<file path="src/rtl/bus_arbiter.sv">
// -----------------------------------------------------------------------------
// bus_arbiter
//
// Merges NUM_CH core-side pulse-protocol request/response channels onto one
// downstream memory port. Each channel owns a single pending-request slot.
// Slots are granted in fixed-priority (lowest index first) or round-robin
// order. Exactly one downstream transaction is in flight at any time. An
// optional response timeout turns a silent downstream into an error response.
//
// Ports:
//   clk_i           clock
//   rst_i           synchronous reset, active-high
//   req_enable_i    per-channel request pulse
//   req_mode_i      per-channel mode (1 = write, 0 = read)
//   req_addr_i      flattened addresses, channel i at [i*ADDR_W +: ADDR_W]
//   req_wdata_i     flattened write data
//   req_wstrb_i     flattened byte strobes
//   resp_enable_o   per-channel response pulse
//   resp_data_o     response data, held until the next response
//   resp_err_o      response is a timeout error, held like resp_data_o
//   mreq_enable_o   downstream request pulse
//   mreq_mode_o     downstream mode
//   mreq_addr_o     downstream address
//   mreq_wdata_o    downstream write data
//   mreq_wstrb_o    downstream byte strobes
//   mresp_enable_i  downstream response pulse
//   mresp_data_i    downstream response data
//   proto_err_o     sticky; a channel requested while still outstanding
// -----------------------------------------------------------------------------
module bus_arbiter #(
    parameter int NUM_CH  = 2,
    parameter int ADDR_W  = 32,
    parameter int DATA_W  = 32,
    parameter int RR_MODE = 0,
    parameter int TIMEOUT = 0
) (
    input  logic                          clk_i,
    input  logic                          rst_i,
    input  logic [NUM_CH-1:0]             req_enable_i,
    input  logic [NUM_CH-1:0]             req_mode_i,
    input  logic [NUM_CH*ADDR_W-1:0]      req_addr_i,
    input  logic [NUM_CH*DATA_W-1:0]      req_wdata_i,
    input  logic [NUM_CH*(DATA_W/8)-1:0]  req_wstrb_i,
    output logic [NUM_CH-1:0]             resp_enable_o,
    output logic [DATA_W-1:0]             resp_data_o,
    output logic                          resp_err_o,
    output logic                          mreq_enable_o,
    output logic                          mreq_mode_o,
    output logic [ADDR_W-1:0]             mreq_addr_o,
    output logic [DATA_W-1:0]             mreq_wdata_o,
    output logic [DATA_W/8-1:0]           mreq_wstrb_o,
    input  logic                          mresp_enable_i,
    input  logic [DATA_W-1:0]             mresp_data_i,
    output logic                          proto_err_o
);

    localparam int STRB_W = DATA_W / 8;
    localparam int CH_W   = (NUM_CH > 1) ? $clog2(NUM_CH) : 1;
    localparam int CNT_W  = $clog2(TIMEOUT + 2);

    typedef enum logic [1:0] {IDLE, ISSUE, WAIT, RESP} state_t;

    state_t                 state_q, state_d;
    logic [NUM_CH-1:0]      pendV_q, pendV_d;
    logic [NUM_CH-1:0]      capture;
    logic                   protoHit;
    logic [NUM_CH-1:0]      slotMode_q;
    logic [ADDR_W-1:0]      slotAddr_q  [NUM_CH];
    logic [DATA_W-1:0]      slotWdata_q [NUM_CH];
    logic [STRB_W-1:0]      slotWstrb_q [NUM_CH];
    logic [CH_W-1:0]        cur_q;
    logic [CH_W-1:0]        rrPtr_q;
    logic [CH_W-1:0]        grant;
    logic                   anyPend;
    int                     arbStart;
    logic [CNT_W-1:0]       waitCnt_q;
    logic                   timeoutHit;
    logic [DATA_W-1:0]      rdata_q;
    logic                   rerr_q;
    logic                   mreqEnable_q;
    logic                   mreqMode_q;
    logic [ADDR_W-1:0]      mreqAddr_q;
    logic [DATA_W-1:0]      mreqWdata_q;
    logic [STRB_W-1:0]      mreqWstrb_q;
    logic [NUM_CH-1:0]      respEnable_q;
    logic [DATA_W-1:0]      respData_q;
    logic                   respErr_q;
    logic                   protoErr_q;

    // Winner selection over the slots that were valid at the start of the
    // cycle. Round-robin starts one past the last served channel and wraps;
    // fixed priority always starts at channel 0.
    always_comb begin
        grant    = '0;
        anyPend  = 1'b0;
        arbStart = (RR_MODE != 0) ? ((int'(rrPtr_q) + 1) % NUM_CH) : 0;
        for (int k = 0; k < NUM_CH; k++) begin
            if (!anyPend && pendV_q[(arbStart + k) % NUM_CH]) begin
                anyPend = 1'b1;
                grant   = CH_W'((arbStart + k) % NUM_CH);
            end
        end
    end

    // Slot bookkeeping: the issued slot frees up in ISSUE, and a new request
    // is accepted only if its channel has nothing pending and nothing in
    // flight. Anything else is a protocol violation and is dropped.
    always_comb begin
        pendV_d  = pendV_q;
        capture  = '0;
        protoHit = 1'b0;
        if (state_q == ISSUE) begin
            pendV_d[cur_q] = 1'b0;
        end
        for (int i = 0; i < NUM_CH; i++) begin
            if (req_enable_i[i]) begin
                if (pendV_q[i] ||
                    (((state_q == WAIT) || (state_q == RESP)) && (cur_q == CH_W'(i)))) begin
                    protoHit = 1'b1;
                end else begin
                    capture[i] = 1'b1;
                    pendV_d[i] = 1'b1;
                end
            end
        end
    end

    // A downstream response in the same cycle as expiry takes precedence.
    assign timeoutHit = (TIMEOUT > 0) && (waitCnt_q == CNT_W'(TIMEOUT - 1));

    // Next-state logic for the single-transaction downstream sequencer.
    always_comb begin
        state_d = state_q;
        case (state_q)
            IDLE:    if (anyPend) state_d = ISSUE;
            ISSUE:   state_d = WAIT;
            WAIT:    if (mresp_enable_i || timeoutHit) state_d = RESP;
            RESP:    state_d = IDLE;
            default: state_d = IDLE;
        endcase
    end

    // Per-channel request payload storage, written only on acceptance.
    always_ff @(posedge clk_i) begin
        for (int i = 0; i < NUM_CH; i++) begin
            if (capture[i]) begin
                slotMode_q[i]  <= req_mode_i[i];
                slotAddr_q[i]  <= req_addr_i[i*ADDR_W +: ADDR_W];
                slotWdata_q[i] <= req_wdata_i[i*DATA_W +: DATA_W];
                slotWstrb_q[i] <= req_wstrb_i[i*STRB_W +: STRB_W];
            end
        end
    end

    // Control and output registers. The downstream fields are loaded when
    // leaving IDLE so they are already stable during the ISSUE pulse and
    // stay put until the next grant. The response is registered once more
    // in RESP, which gives the two-cycle response latency.
    always_ff @(posedge clk_i) begin
        if (rst_i) begin
            state_q      <= IDLE;
            pendV_q      <= '0;
            cur_q        <= '0;
            rrPtr_q      <= CH_W'(NUM_CH - 1);
            waitCnt_q    <= '0;
            rdata_q      <= '0;
            rerr_q       <= 1'b0;
            mreqEnable_q <= 1'b0;
            mreqMode_q   <= 1'b0;
            mreqAddr_q   <= '0;
            mreqWdata_q  <= '0;
            mreqWstrb_q  <= '0;
            respEnable_q <= '0;
            respData_q   <= '0;
            respErr_q    <= 1'b0;
            protoErr_q   <= 1'b0;
        end else begin
            state_q      <= state_d;
            pendV_q      <= pendV_d;
            protoErr_q   <= protoErr_q | protoHit;
            mreqEnable_q <= 1'b0;
            respEnable_q <= '0;
            case (state_q)
                IDLE: begin
                    if (anyPend) begin
                        mreqEnable_q <= 1'b1;
                        cur_q        <= grant;
                        mreqMode_q   <= slotMode_q[grant];
                        mreqAddr_q   <= slotAddr_q[grant];
                        mreqWdata_q  <= slotWdata_q[grant];
                        mreqWstrb_q  <= slotWstrb_q[grant];
                    end
                end
                ISSUE: begin
                    waitCnt_q <= '0;
                end
                WAIT: begin
                    waitCnt_q <= waitCnt_q + 1'b1;
                    if (mresp_enable_i) begin
                        rdata_q <= mresp_data_i;
                        rerr_q  <= 1'b0;
                    end else if (timeoutHit) begin
                        rdata_q <= '0;
                        rerr_q  <= 1'b1;
                    end
                end
                RESP: begin
                    respEnable_q[cur_q] <= 1'b1;
                    respData_q          <= rdata_q;
                    respErr_q           <= rerr_q;
                    rrPtr_q             <= cur_q;
                end
                default: ;
            endcase
        end
    end

    assign resp_enable_o = respEnable_q;
    assign resp_data_o   = respData_q;
    assign resp_err_o    = respErr_q;
    assign mreq_enable_o = mreqEnable_q;
    assign mreq_mode_o   = mreqMode_q;
    assign mreq_addr_o   = mreqAddr_q;
    assign mreq_wdata_o  = mreqWdata_q;
    assign mreq_wstrb_o  = mreqWstrb_q;
    assign proto_err_o   = protoErr_q;

endmodule

</file>
<file path="config.mk">
export PLATFORM = sky130hd
export DESIGN_NAME = bus_arbiter
export DESIGN_NICKNAME = d
export VERILOG_FILES = /design/src/rtl/bus_arbiter.sv
export SDC_FILE = /design/constraint.sdc
export NUM_CORES = 1
export LEC_CHECK = 0
export BUFFER_PORTS_ARGS = -buffer_cell sky130_fd_sc_hd__buf_2
export CORE_MARGIN = 3
export CORE_UTILIZATION = 35
export DETAILED_ROUTE_END_ITERATION = 12
export PLACE_DENSITY = 0.66
export REMOVE_ABC_BUFFERS = 1
export SYNTH_ARGS = -nofsm -noshare
export SYNTH_HDL_FRONTEND = slang
export SYNTH_SLANG_ARGS = --single-unit
</file>
<file path="constraint.sdc">
create_clock -name clk_i -period 10.65 [get_ports clk_i]
set_clock_uncertainty 0.2 [all_clocks]
set_input_delay 1.065 -clock clk_i [delete_from_list [all_inputs] [get_ports clk_i]]
set_output_delay 1.065 -clock clk_i [all_outputs]
set_load 0.005 [all_outputs]
</file>
==> metrics.txt <==
cells on worst reg2reg path 5; final core utilization a little under half; # rows 60; post-detail-place hpwl ~16000 um; initial DRC count roughly 500; Total GRT Usage between 15 and 20%; unrepaired setup endpoints after global routing no; GRT overflow 0; area share of the leading cell type in the synthesized netlist between 40 and 50%; die area 29900 um^2; XOR/XNOR Fraction of Synth Area 0%; Post-CTS Setup Bufs 0; Switching Share between 20% and 30%; #FFs+latches synth 280; Worst Path Max Fanout 71; simple-gate share of the synthesized area 7.32%; syn_area_per_cell 11.9 um^2; Worst setup SP type input port; largest family of logic cells by synthesized area compound AO/OA/AOI/OAI gates; met2 wire length roughly 12000 um; # setup viols final 0; Worst-path clk slew 0.06 ns; Clock Root Buffer clkbuf_16; Commonest cells post-synth a21oi_1, dfxtp_1, nand2_1; Die Wd between 150 and 200 um; Crit path largest cell delay 0.69 ns; initial cell density of the core between 30% and 40%; DRC 0; Max Transition Viols Final 0; P_int roughly 0.0022 W; WHS Path Cells 2; Worst Path Required 10.91 ns; top sig layer met5; Most used DFF post-synth dfxtp_1; Clock Path Buffers 3; Compound-Gate Fraction of Synth Area between 10 and 15%; Metal-1 WL roughly 11000 um; Netlist Area Pre-Place 9760 um^2; Max stage delay cell, worst path inv_2; first drt pass iteration count 4; vias in the first global route just over 7000; crit path time final 2.66 ns; Clock Sinks 280; wire length per cell 17.6 um; fraction of synthesized area in multiplexers ~3.4%; Top Ports 281; Clock Latency Late Sink 0.54 ns; EDFF count, synth 138; DIE HEIGHT 173 um; Reg power frac 46.3%; Slew HR 20.9%; Area contributors post-synth edfxtp_1, dfxtp_1, a21oi_1; antenna viol nets, final 0; f_max around 0.38 GHz; Tightest Hold Check Type flop to flop; clock share of power approximately a third; instance count on the critical path 6; H-tree depth 1; CTS resizes 0; setup TNS 0 ns; total number of yosys warnings 0; Top cell by count, worst path buf_4; top-count cell post-synth a21oi_1; cell type with the largest total area after synthesis edfxtp_1; Final Wtd Congestion around 0.75; Critical Path End Type flop; Syn Inst Count between 800 and 900; final hold violations 0; initial antenna violation count 9; WS Path Type input port to flop; Synth cell types 30; combinational share of power roughly a fifth; final wirelength approximately 26000 um; non-filler instance count after layout between 1000 and 1500; CTS tree done; leakage power 4.95 nW; Worst Max-Slew Pin Slew approximately 1.2 ns; CTS Buf Count 30; met3 wire length roughly 2400 um; port buffer count between 200 and 300; Cells after DPL approximately 1400; Final #Nets between 1000 and 1500; Post-CTS Hold Fix Bufs 0; worst slack, placed approximately 7.4 ns; outcome finished clean; Synth-to-Final Area Change 27.4%; first-pass GRT wire length approximately 40000 um; CORE AREA around 27000 um^2; Final WS setup ~8.0 ns; share of cells above drive strength 1 about a third; maxcap violations 0; crit path DAT about 3 ns; Via density 4.80; Async S/R FF share, synth 0%; final cycle utilization of the critical path between 20% and 30%; Pwr Density around 250 nW/um^2; post-synthesis adder-cell area fraction less than 1%; Buf+Inv Stages, Crit Path 4; Psw 0.000875 W; register area share after synthesis a little under three quarters; pin count of the biggest net entering global routing slightly above 70; maximum VDD drop approximately 0.12 mV; CP top delay family buffers and inverters; vias after detailed routing between 7000 and 8000; crit-path cells buf_2 -> buf_4 -> inv_2 -> buf_4 -> o21ai_0 -> a21oi_1
tightest hold or removal path: cells and delay by family (launching register included):
family / cells / cell delay [ns]
flip-flops: 1 / 0.31
AND/OR/NAND/NOR: 1 / 0.05
AO/OA/AOI/OAI: 1 / 0.05
registers in the layout, summed over array words and instances (netlist names):
register and count:
rdata_q 32, cur_q 1, state_q 2, slotWstrb_q 8
mreq_wdata_o 32, slotAddr_q 64, proto_err_o 1, slotMode_q 2
slotWdata_q 64, pendV_q 2, resp_data_o 32, mreq_enable_o 1
mreq_wstrb_o 4, resp_enable_o 2, mreq_mode_o 1, mreq_addr_o 32
routing by layer:
layer | GRT usage (%) | vias up
met4 | 4.26 | 16
met5 | 0 | -
met2 | 26.2 | 266
met3 | 5.95 | 62
met1 | 21.8 | 3356
li1 | - | 3396
layout by cell type (no fill, tap or decap), drive strengths merged:
cell,Yosys,routed
buf,37,289
nand2,139,139
dfxtp,142,142
o221a,1,1
conb,1,1
clkinv,1,5
and3,1,1
ha,4,4
nor2,37,37
nor3b,3,3
o21a,2,2
nor2b,2,2
bufinv,0,2
edfxtp,138,138
and2,1,1
o21ba,1,1
nand2b,1,1
a21oi,170,170
o21ai,74,74
diode,0,1
a31oi,2,2
inv,4,7
clkbuf,22,47
mux2i,33,33
a211oi,3,3
cell type report:
type	count	area (um^2)
well taps	372	465
inverters	5	18.8
flip-flops and latches	280	6990
clock inverters	9	100
diodes	1	2.50
multi-input cells	475	2470
fillers	2552	14700
clock buffers	47	916
repair buffers	289	1470
path summary, 6_finish.rpt:
kind              slack, ns                 end         from
setup / recovery       7.99    mreq_wdata_o[18]        rst_i
hold reg to reg        0.25         rdata_q[19]  rdata_q[19]
hold / removal         0.25         rdata_q[19]  rdata_q[19]
setup reg to reg       8.04  slotWdata_q[1][19]   state_q[0]
power by group through the flow:
stage | Clock [W] | Combinational (W) | Sequential [W]
global placement | 0 | 0.000603 | 0.00143
floorplan | 0 | 0.000312 | 0.00144
finish | 0.00105 | 0.000598 | 0.00142
global route | 0.00112 | 0.000670 | 0.00144
detailed placement | 0 | 0.000609 | 0.00144
CTS | 0.00108 | 0.000612 | 0.00142
metrics by stage:
step | area [um^2] | hold WS (ns) | total power, W
final | 12400 | 0.253 | 0.00306
after global routing | 12400 | 0.271 | 0.00322
after CTS | 12400 | 0.255 | 0.00310
after detailed placement | 11400 | 0.246 | 0.00205
after global placement | 11400 | 0.242 | 0.00204
after floorplan | 9450 | 0.230 | 0.00176
cell families (layout without fill, tap and decap cells):
| logic type | count (synthesis) | after routing |
|---|---|---|
| flip-flops | 280 | 280 |
| adder cells (fa/ha/maj) | 4 | 4 |
| multiplexers | 33 | 33 |
| AND/OR/NAND/NOR | 184 | 184 |
| AO/OA/AOI/OAI | 253 | 253 |
| buffers and inverters | 64 | 350 |
| other | 1 | 2 |
Power figures use the tool's default switching activity.
